[config.mk]
export PLATFORM = sky130hd
export DESIGN_NAME = hazard_ctrl_flat
export DESIGN_NICKNAME = d
export VERILOG_FILES = /design/src/rtl/hazard_ctrl_if.sv /design/src/rtl/hazard_ctrl.sv /design/src/flat_wrapper.sv
export SDC_FILE = /design/constraint.sdc
export NUM_CORES = 1
export LEC_CHECK = 0
export ABC_AREA = 1
export ABC_CLOCK_PERIOD_IN_PS = 2100
export BUFFER_PORTS_ARGS = -buffer_cell sky130_fd_sc_hd__buf_2
export CAP_MARGIN = 20
export CORE_ASPECT_RATIO = 1.1
export CORE_UTILIZATION = 37
export CTS_CLUSTER_DIAMETER = 120
export DETAILED_ROUTE_END_ITERATION = 16
export GPL_TIMING_DRIVEN = 1
export PLACE_DENSITY_LB_ADDON = 0.3
export REMOVE_ABC_BUFFERS = 1
export SKIP_LAST_GASP = 1
export SYNTH_ARGS = -nofsm -noshare
export SYNTH_HDL_FRONTEND = slang
export SYNTH_SLANG_ARGS = --single-unit
export TNS_END_PERCENT = 1
[constraint.sdc]
create_clock -name clock -period 2.1 [get_ports clock]
set_clock_uncertainty 0.05 [all_clocks]
set_input_delay 0.315 -clock clock [delete_from_list [all_inputs] [get_ports clock]]
set_output_delay 0.315 -clock clock [all_outputs]
set_load 0.01 [all_outputs]
[src/rtl/hazard_ctrl_if.sv]
// Hazard controller bundle: pipeline-side hazard sources and debug halt request
// in one direction, stall/flush controls and halt acknowledge in the other.
interface hazard_ctrl_if;
  logic [4:0] id_rs;
  logic [4:0] id_rt;
  logic       id_use_rs;
  logic       id_use_rt;
  logic       id_jump;
  logic       exe_is_load;
  logic       exe_reg_write;
  logic [4:0] exe_num_write;
  logic       mem_branch_taken;
  logic       halt_req;
  logic       pc_stall;
  logic       if2id_stall;
  logic       if2id_flush;
  logic       id2exe_flush;
  logic       exe2mem_flush;
  logic       halt_ack;

  modport master (
    output id_rs, id_rt, id_use_rs, id_use_rt, id_jump,
           exe_is_load, exe_reg_write, exe_num_write, mem_branch_taken, halt_req,
    input  pc_stall, if2id_stall, if2id_flush, id2exe_flush, exe2mem_flush, halt_ack
  );

  modport slave (
    input  id_rs, id_rt, id_use_rs, id_use_rt, id_jump,
           exe_is_load, exe_reg_write, exe_num_write, mem_branch_taken, halt_req,
    output pc_stall, if2id_stall, if2id_flush, id2exe_flush, exe2mem_flush, halt_ack
  );
endinterface

[src/rtl/hazard_ctrl.sv]
// Hazard/flush controller for the 5-stage pipeline: load-use stalls, branch (MEM)
// and jump (ID) flushes, debug halt/drain handshake and saturating event counters.
module hazard_ctrl #(
  parameter int CNT_WIDTH    = 32,
  parameter int DRAIN_CYCLES = 3
) (
  input  logic                 clock,
  input  logic                 reset,
  hazard_ctrl_if.slave         hz,
  output logic [CNT_WIDTH-1:0] stall_count,
  output logic [CNT_WIDTH-1:0] flush_count
);

  localparam logic [0:0] RUN  = 1'b0;
  localparam logic [0:0] HALT = 1'b1;
  localparam int DRAIN_W = (DRAIN_CYCLES < 1) ? 1 : $clog2(DRAIN_CYCLES + 1);
  localparam logic [DRAIN_W-1:0] DRAIN_MAX = DRAIN_W'(DRAIN_CYCLES);
  localparam logic [CNT_WIDTH-1:0] CNT_MAX = {CNT_WIDTH{1'b1}};

  logic [0:0]           state_r;
  logic [0:0]           state_nxt_s;
  logic [DRAIN_W-1:0]   drain_r;
  logic [DRAIN_W-1:0]   drain_nxt_s;
  logic                 halt_ack_r;
  logic [CNT_WIDTH-1:0] stall_count_r;
  logic [CNT_WIDTH-1:0] flush_count_r;
  logic                 lu_s;
  logic                 any_flush_s;
  logic                 pc_stall_s;
  logic                 if2id_stall_s;
  logic                 if2id_flush_s;
  logic                 id2exe_flush_s;
  logic                 exe2mem_flush_s;

  assign lu_s = hz.exe_is_load && hz.exe_reg_write && (hz.exe_num_write != 5'd0) &&
                ((hz.id_use_rs && (hz.id_rs == hz.exe_num_write)) ||
                 (hz.id_use_rt && (hz.id_rt == hz.exe_num_write)));

  // Stall/flush controls, combinational so the pipeline registers act on them this edge
  always_comb begin
    pc_stall_s      = 1'b0;
    if2id_stall_s   = 1'b0;
    if2id_flush_s   = 1'b0;
    id2exe_flush_s  = 1'b0;
    exe2mem_flush_s = 1'b0;
    if (!reset) begin
      pc_stall_s = 1'b0;
    end else begin
      case (state_r)
        RUN: begin
          if (hz.mem_branch_taken) begin
            if2id_flush_s   = 1'b1;
            id2exe_flush_s  = 1'b1;
            exe2mem_flush_s = 1'b1;
          end else if (lu_s) begin
            pc_stall_s     = 1'b1;
            if2id_stall_s  = 1'b1;
            id2exe_flush_s = 1'b1;
          end else if (hz.id_jump) begin
            if2id_flush_s = 1'b1;
          end else begin
            pc_stall_s = 1'b0;
          end
        end
        HALT: begin
          // An older branch still draining through MEM overrides the freeze for one cycle
          if (hz.mem_branch_taken) begin
            if2id_flush_s   = 1'b1;
            id2exe_flush_s  = 1'b1;
            exe2mem_flush_s = 1'b1;
          end else begin
            pc_stall_s     = 1'b1;
            if2id_stall_s  = 1'b1;
            id2exe_flush_s = 1'b1;
          end
        end
        default: begin
          pc_stall_s = 1'b0;
        end
      endcase
    end
  end

  // Next state and drain counter
  always_comb begin
    state_nxt_s = state_r;
    drain_nxt_s = drain_r;
    case (state_r)
      RUN: begin
        drain_nxt_s = {DRAIN_W{1'b0}};
        if (hz.halt_req && !hz.mem_branch_taken && !lu_s) begin
          state_nxt_s = HALT;
        end else begin
          state_nxt_s = RUN;
        end
      end
      HALT: begin
        if (!hz.halt_req) begin
          state_nxt_s = RUN;
          drain_nxt_s = {DRAIN_W{1'b0}};
        end else if (hz.mem_branch_taken) begin
          drain_nxt_s = {DRAIN_W{1'b0}};
        end else if (drain_r != DRAIN_MAX) begin
          drain_nxt_s = drain_r + DRAIN_W'(1);
        end else begin
          drain_nxt_s = drain_r;
        end
      end
      default: begin
        state_nxt_s = RUN;
        drain_nxt_s = {DRAIN_W{1'b0}};
      end
    endcase
  end

  assign any_flush_s = if2id_flush_s || id2exe_flush_s || exe2mem_flush_s;

  // State, drain, halt acknowledge and saturating event counters
  always_ff @(posedge clock) begin
    if (!reset) begin
      state_r       <= RUN;
      drain_r       <= {DRAIN_W{1'b0}};
      halt_ack_r    <= 1'b0;
      stall_count_r <= {CNT_WIDTH{1'b0}};
      flush_count_r <= {CNT_WIDTH{1'b0}};
    end else begin
      state_r    <= state_nxt_s;
      drain_r    <= drain_nxt_s;
      halt_ack_r <= (state_nxt_s == HALT) && (drain_nxt_s == DRAIN_MAX);
      if (pc_stall_s && (stall_count_r != CNT_MAX)) begin
        stall_count_r <= stall_count_r + CNT_WIDTH'(1);
      end else begin
        stall_count_r <= stall_count_r;
      end
      if (any_flush_s && (flush_count_r != CNT_MAX)) begin
        flush_count_r <= flush_count_r + CNT_WIDTH'(1);
      end else begin
        flush_count_r <= flush_count_r;
      end
    end
  end

  assign hz.pc_stall      = pc_stall_s;
  assign hz.if2id_stall   = if2id_stall_s;
  assign hz.if2id_flush   = if2id_flush_s;
  assign hz.id2exe_flush  = id2exe_flush_s;
  assign hz.exe2mem_flush = exe2mem_flush_s;
  assign hz.halt_ack      = halt_ack_r;
  assign stall_count      = stall_count_r;
  assign flush_count      = flush_count_r;

endmodule

[src/flat_wrapper.sv]
// flat-port wrapper written by rule: the top's interface ports become plain ports
module hazard_ctrl_flat 
#(
  parameter int CNT_WIDTH    = 32,
  parameter int DRAIN_CYCLES = 3
)
  (clock, reset, stall_count, flush_count, hz_id_rs, hz_id_rt, hz_id_use_rs, hz_id_use_rt, hz_id_jump, hz_exe_is_load, hz_exe_reg_write, hz_exe_num_write, hz_mem_branch_taken, hz_halt_req, hz_pc_stall, hz_if2id_stall, hz_if2id_flush, hz_id2exe_flush, hz_exe2mem_flush, hz_halt_ack);
  hazard_ctrl_if hz_i ();
  input  logic clock;
  input  logic reset;
  output logic [CNT_WIDTH-1:0] stall_count;
  output logic [CNT_WIDTH-1:0] flush_count;
  input wire logic [$bits(hz_i.id_rs)-1:0] hz_id_rs;
  input wire logic [$bits(hz_i.id_rt)-1:0] hz_id_rt;
  input wire logic [$bits(hz_i.id_use_rs)-1:0] hz_id_use_rs;
  input wire logic [$bits(hz_i.id_use_rt)-1:0] hz_id_use_rt;
  input wire logic [$bits(hz_i.id_jump)-1:0] hz_id_jump;
  input wire logic [$bits(hz_i.exe_is_load)-1:0] hz_exe_is_load;
  input wire logic [$bits(hz_i.exe_reg_write)-1:0] hz_exe_reg_write;
  input wire logic [$bits(hz_i.exe_num_write)-1:0] hz_exe_num_write;
  input wire logic [$bits(hz_i.mem_branch_taken)-1:0] hz_mem_branch_taken;
  input wire logic [$bits(hz_i.halt_req)-1:0] hz_halt_req;
  output wire logic [$bits(hz_i.pc_stall)-1:0] hz_pc_stall;
  output wire logic [$bits(hz_i.if2id_stall)-1:0] hz_if2id_stall;
  output wire logic [$bits(hz_i.if2id_flush)-1:0] hz_if2id_flush;
  output wire logic [$bits(hz_i.id2exe_flush)-1:0] hz_id2exe_flush;
  output wire logic [$bits(hz_i.exe2mem_flush)-1:0] hz_exe2mem_flush;
  output wire logic [$bits(hz_i.halt_ack)-1:0] hz_halt_ack;
  assign hz_i.id_rs = hz_id_rs;
  assign hz_i.id_rt = hz_id_rt;
  assign hz_i.id_use_rs = hz_id_use_rs;
  assign hz_i.id_use_rt = hz_id_use_rt;
  assign hz_i.id_jump = hz_id_jump;
  assign hz_i.exe_is_load = hz_exe_is_load;
  assign hz_i.exe_reg_write = hz_exe_reg_write;
  assign hz_i.exe_num_write = hz_exe_num_write;
  assign hz_i.mem_branch_taken = hz_mem_branch_taken;
  assign hz_i.halt_req = hz_halt_req;
  assign hz_pc_stall = hz_i.pc_stall;
  assign hz_if2id_stall = hz_i.if2id_stall;
  assign hz_if2id_flush = hz_i.if2id_flush;
  assign hz_id2exe_flush = hz_i.id2exe_flush;
  assign hz_exe2mem_flush = hz_i.exe2mem_flush;
  assign hz_halt_ack = hz_i.halt_ack;
  hazard_ctrl #(.CNT_WIDTH(CNT_WIDTH), .DRAIN_CYCLES(DRAIN_CYCLES)) u_core (.clock(clock), .reset(reset), .hz(hz_i), .stall_count(stall_count), .flush_count(flush_count));
endmodule
==> impl_metrics.tcl, run 1 <==
set metrics [dict create \
    status "completed" \
    synth-xor-area-share 0.120 \
    synth-adder-area-share 0.00573 \
    path_cells "ha_1, nand2_2, nor2_4, nand2_2, nor3_4, nand4_4, nand2_2, buf_12, nand2_1, a21oi_1" \
    rr_startpoint "u_core.flush_count[0]$_SDFFE_PN0P_" \
    relSlewSlack 0.517 \
    cp_max_fo 31 \
    area_growth_pct 25.7 \
    synth_edf_count 0 \
    synth_cells 680 \
    async_flop_share 0 \
    synth_top_flop_cell "dfxtp_1" \
    post-route-drc-count 0 \
    drt_iter0_drc 266 \
    yosysSeqAreaShare 0.312 \
    p_total_mw 3.13 \
    critical_path.endpoint_type "register" \
    critPathArrivalTime_ps 2140 \
    start_util 0.380 \
    io_pins 94 \
    grt_max_degree 66 \
    setup_ws_ps 167 \
    ctsLongestPathBuffers 2 \
    synth_top_family_by_area "simple AND/OR/NAND/NOR gates" \
    die_area_sq_mm 0.0122 \
    r2r_end "u_core.flush_count[5]$_SDFFE_PN0P_" \
    dpl.hpwl_mm 9.45 \
    routedWlPerCell_um 13.3 \
    num_vias 4720 \
    worst_pin_slew_ps 725 \
    holdPathStages 2 \
    whs_endpoint "u_core.drain_r[0]$_SDFF_PN0_" \
    drtAntennaViolNets 0 \
    synth.ff_latch_count 68 \
    grt_overflow 0 \
    cts_htree_levels 3 \
    worstPathRequired_ps 2310 \
    numCtsBuffers 9 \
    yosysTopAreaCell "dfxtp_1" \
    core_sq_mm 0.0115 \
    chipHeight_um 116 \
    rows 41 \
    wl_mm 12.6 \
    synth_mux_area_frac 0 \
    setup-violations-final 0 \
    final_area_sq_mm 0.00549 \
    grt_pass1_vias 4541 \
    place_ws_ps 134 \
    ys_warn_count 0 \
    gp_congestion 1.01 \
    synthTopCellsByCount "nand2_1, nand3_1, nor2_1, dfxtp_1, a21oi_1" \
    clock-sinks 68 \
    total_leakage_power_nw 2.40 \
    max_freq_mhz 517 \
    start_kind "register" \
    grt.total_usage 0.218 \
    critPathSlowestCell "dfxtp_1" \
    firstDrtPassIters 4 \
    nets 820 \
    yosysMostFrequentCell "nand2_1" \
    grt_pass1_wl_mm 21.2 \
    timing.reg2reg.setup_slack_ps 170 \
    drive_above_1_share 0.200 \
    ys_types 26 \
    hp-start "hz_mem_branch_taken" \
    clock_latency_ps 330 \
    crit_top_cell "nand2_2" \
    tritoncts "built" \
    synth_compound_area_frac 0.0768 \
    hold_violations 0 \
    drv_cap 0 \
    viasPerCell 4.97 \
    antenna_found_initial 0 \
    critical_path_class "reg2reg" \
    period_minus_slack_ps 1930 \
    port_buffers 93 \
    synth_top_cells_by_area "dfxtp_1, nand2_1, nand3_1" \
    power.density_mw_per_mm2 570 \
    fp.dieW_um 106 \
    rr_worst_depth 10 \
    root_buffer "clkbuf_16" \
    rsz0062_at_grt "yes" \
    synth-simple-area-share 0.406 \
    slowest_delay_ps 330 \
    diodes 0 \
    synth_top_area_share 0.312 \
    syn_area_sq_mm 0.00437 \
    maxSlewViolCount 0 \
    post-route-period-util 0.920 \
    holdBufCountCts 0 \
    ir_worst_vdd_v 0.000425 \
    synth_area_per_cell_sq_um 6.42 \
    hold_class "in2reg" \
    path_clk_slew_ps 60 \
    place_area_sq_mm 0.00516 \
]
==> where the power goes <==
part,internal (mW),switching (mW),total [mW]
Combinational,0.0728,0.133,0.206
Sequential,1.30,0.00329,1.30
Clock,1.07,0.557,1.62
Total,2.44,0.693,3.13
==> flip-flops by register name, indices dropped and copies added (netlist names) <==
register,flops
u_core.flush_count,32
u_core.drain_r,2
u_core.stall_count,32
u_core.hz.halt_ack,1
u_core.state_r,1
==> what timing repair did <==
action	CTS	global route
setup endpoints to repair	0	52
setup buffers	0	0
gates resized for setup	0	3
==> placed cells by master (no fill, tap or decap), types with 3 or more instances in the layout <==
master	instances
nand2_1	192
xnor2_1	22
buf_4	34
clkinv_2	3
inv_1	52
xor2_1	38
buf_2	93
nand2_2	4
nand4_1	15
dfxtp_1	67
nor2_1	72
a21oi_1	65
nand3_1	81
clkbuf_16	9
nor3_1	27
==> kinds of logic after synthesis <==
| logic type | after synthesis |
|---|---|
| xor gates and xnor gates | 60 |
| buffers and inverters | 80 |
| AOI/OAI and AO/OA | 67 |
| adders and majority gates | 2 |
| and+or+nand+nor | 403 |
| DFF | 68 |
==> stage by stage <==
step | instances | TNS (ps) | utilization | hold WS [ps]
floorplan | 654 | -31740 | - | 344
global placement | 933 | 0 | 0.449 | 432
detailed placement | 933 | 0 | 0.449 | 429
CTS | 949 | 0 | 0.477 | 166
global route | 949 | -54.0 | 0.477 | 180
finish | 949 | 0 | 0.477 | 173
==> worst max-delay path, delay by kind of cell, from the launching register on <==
| family | cells | cell delay, ps |
|---|---|---|
| compound gates | 1 | 120 |
| flops | 1 | 330 |
| simple gates | 7 | 970 |
| fa+ha+maj | 1 | 190 |
| buf+inv | 1 | 190 |
==> worst max path at each step <==
stage               slack, ps                           startpoint                                   to  depth (start not counted)
floorplan                -540                                reset  u_core.flush_count[10]$_SDFFE_PN0P_                          7
global placement          150   u_core.stall_count[0]$_SDFFE_PN0P_  u_core.stall_count[27]$_SDFFE_PN0P_                         10
detailed placement        130   u_core.stall_count[0]$_SDFFE_PN0P_  u_core.stall_count[13]$_SDFFE_PN0P_                         10
CTS                       130   u_core.stall_count[0]$_SDFFE_PN0P_  u_core.stall_count[13]$_SDFFE_PN0P_                         10
global route              -30  u_core.stall_count[15]$_SDFFE_PN0P_  u_core.stall_count[21]$_SDFFE_PN0P_                          9
finish                    170   u_core.flush_count[0]$_SDFFE_PN0P_   u_core.flush_count[5]$_SDFFE_PN0P_                         10
==> cell type report <==
class,instances,area [sq um]
clock inverters,5,75.1
multi-input cells,532,2660
flip-flops and latches,68,1360
inverters,54,203
clock buffers,11,243
well taps,150,188
repair buffers,129,752
fillers,1236,6000
==> per-layer routing <==
layer  share of wire  GRT usage
met3           0.055     0.0495
met1            0.44      0.255
met5               0          0
met4           0.023     0.0778
met2            0.48      0.392
(Power assumes the default switching activity.)
==> run 2: changes to the inputs <==
--- a/config.mk
+++ b/config.mk
@@ -6,7 +6,7 @@
 export NUM_CORES = 1
 export LEC_CHECK = 0
 export ABC_AREA = 1
-export ABC_CLOCK_PERIOD_IN_PS = 2100
+export ABC_CLOCK_PERIOD_IN_PS = 2300
 export BUFFER_PORTS_ARGS = -buffer_cell sky130_fd_sc_hd__buf_2
 export CAP_MARGIN = 20
 export CORE_ASPECT_RATIO = 1.1
@@ -20,4 +20,3 @@
 export SYNTH_ARGS = -nofsm -noshare
 export SYNTH_HDL_FRONTEND = slang
 export SYNTH_SLANG_ARGS = --single-unit
-export TNS_END_PERCENT = 1
==> constraint.sdc (replaced) <==
create_clock -name clock -period 2.3 [get_ports clock]
set_clock_uncertainty 0.05 [all_clocks]
set_input_delay 0.345 -clock clock [delete_from_list [all_inputs] [get_ports clock]]
set_output_delay 0.345 -clock clock [all_outputs]
set_load 0.01 [all_outputs]
==> impl_metrics.tcl, run 2 (synthesized netlist as in run 1, its figures left out) <==
set metrics [dict create \
    rr_startpoint "u_core.flush_count[0]$_SDFFE_PN0P_" \
    hold_violations 0 \
    start_util 0.380 \
    numCtsBuffers 9 \
    cts_htree_levels 3 \
    whs_ps 206 \
    firstDrtPassIters 5 \
    wl_mm 12.5 \
    holdPathStages 2 \
    status "completed" \
    worstPathRequired_ps 1900 \
    p_total_mw 2.77 \
    grt_pass1_vias 4390 \
    period_minus_slack_ps 2150 \
    diodes 0 \
    grt_overflow 0 \
    num_vias 4668 \
    chipHeight_um 116 \
    maxSlewViolCount 0 \
    io_pins 94 \
    holdBufCountCts 0 \
    combinationalPowerShare 0.064 \
    rows 41 \
    critical_path_class "in2out" \
    clock_latency_ps 340 \
    area_growth_pct 23.1 \
    hold_class "in2reg" \
    total_leakage_power_nw 2.33 \
    timing.reg2reg.setup_slack_ps 290 \
    cp_max_fo 5 \
    critical_path.endpoint_type "primary output" \
    worst_pin_slew_ps 681 \
    ir_worst_vdd_v 0.000505 \
    nets 809 \
    layout_common_cells "nand2_1, buf_2, nand3_1, nor2_1, dfxtp_1" \
    p_switching_mw 0.622 \
    ctsLongestPathBuffers 2 \
    rsz0062_at_grt "no" \
    dpl.hpwl_mm 9.35 \
    p_sw_frac 0.225 \
    clock-sinks 68 \
    relSlewSlack 0.546 \
    viasPerCell 4.98 \
    power.density_mw_per_mm2 515 \
    drtAntennaViolNets 0 \
    pwr-share-seq 0.430 \
    root_buffer "clkbuf_16" \
    core_sq_mm 0.0115 \
    whs_endpoint "u_core.drain_r[0]$_SDFF_PN0_" \
    fillers 1242 \
    grt_max_degree 66 \
    path_clk_slew_ps 50 \
    setup-violations-final 0 \
    die_area_sq_mm 0.0122 \
    critPathArrivalTime_ps 1750 \
    start_kind "primary input" \
    port_buffers 93 \
    tritoncts "built" \
    post-route-period-util 0.933 \
    cts_resized 0 \
    grt.total_usage 0.214 \
    pwr-share-clk 0.506 \
    max_freq_mhz 466 \
    drt_iter0_drc 214 \
    grt_pass1_wl_mm 20.8 \
    drive_above_1_share 0.184 \
    r2r_end "u_core.flush_count[8]$_SDFFE_PN0P_" \
    fp.dieW_um 106 \
    routedWlPerCell_um 13.3 \
    internal_power_mw 2.15 \
    gp_congestion 0.947 \
    hp-start "hz_mem_branch_taken" \
    rr_worst_depth 10 \
    post-route-drc-count 0 \
    setup_tns_ps 0 \
    antenna_found_initial 0 \
    drv_cap 0 \
    post_cts_buffers 0 \
    final_common_cell "nand2_1" \
]
run 2: cell types whose count changed in the layout (fill, tap and decap cells not counted), sizes merged:
| cell | previous run | this run |
|---|---|---|
| clkinv | 3 | 0 |
| buf | 129 | 118 |
| bufinv | 2 | 1 |
| clkbuf | 11 | 15 |
run 2: how the worst max path moves through the flow:
stage	from	end	slack, ps	cells after the start
2_1_floorplan	reset	u_core.flush_count[10]$_SDFFE_PN0P_	-370	7
3_3_place_gp	hz_exe_num_write[4]	hz_if2id_stall	160	12
3_5_place_dp	hz_exe_num_write[4]	u_core.stall_count[29]$_SDFFE_PN0P_	140	14
4_1_cts	hz_exe_num_write[4]	hz_pc_stall	140	12
5_1_grt	hz_exe_num_write[2]	hz_if2id_stall	20	12
6_report	hz_exe_num_write[4]	hz_pc_stall	150	12
run 2: cell type report:
class                   count  area (sq um)  area share
flip-flops and latches     68          1360       0.253
clock buffers              15           268      0.0498
repair buffers            118           666       0.124
multi-input cells         532          2660       0.495
inverters                  54           203      0.0377
clock inverters             1          30.0     0.00559
well taps                 150           188      0.0349
run 2: through the flow:
stage | util | area (sq um) | setup WS, ps | cells
after floorplan | - | 4220 | -373 | 654
after global placement | 0.442 | 5080 | 159 | 922
after detailed placement | 0.442 | 5080 | 136 | 922
after CTS | 0.468 | 5370 | 145 | 938
after global routing | 0.468 | 5370 | 22.0 | 938
final | 0.468 | 5370 | 155 | 938
run 2: worst max-delay path, stage by stage:
cell     delay, ps
buf_2          100
inv_1           60
nand2_1         50
nand2_1         40
nor2_1         140
nand3_1         90
nand2_1         70
nand2_1         80
nand2_1        110
nand2_1        120
nor2_2         330
buf_2          210
run 2: power groups by stage:
stage	clock [mW]	combinational, mW	sequential (mW)
2_1_floorplan	0	0.0895	1.22
3_3_place_gp	0	0.177	1.22
3_5_place_dp	0	0.179	1.22
4_1_cts	1.43	0.179	1.19
5_1_grt	1.48	0.198	1.19
6_report	1.40	0.177	1.19
run 2: per-layer routing:
metal | part of all wire | vias to the layer above | GRT usage
met3 | 0.049 | 19 | 0.0416
met2 | 0.49 | 150 | 0.382
met5 | 0 | - | 0
li1 | - | 2408 | -
met1 | 0.45 | 2091 | 0.256
met4 | 0.018 | 0 | 0.0778
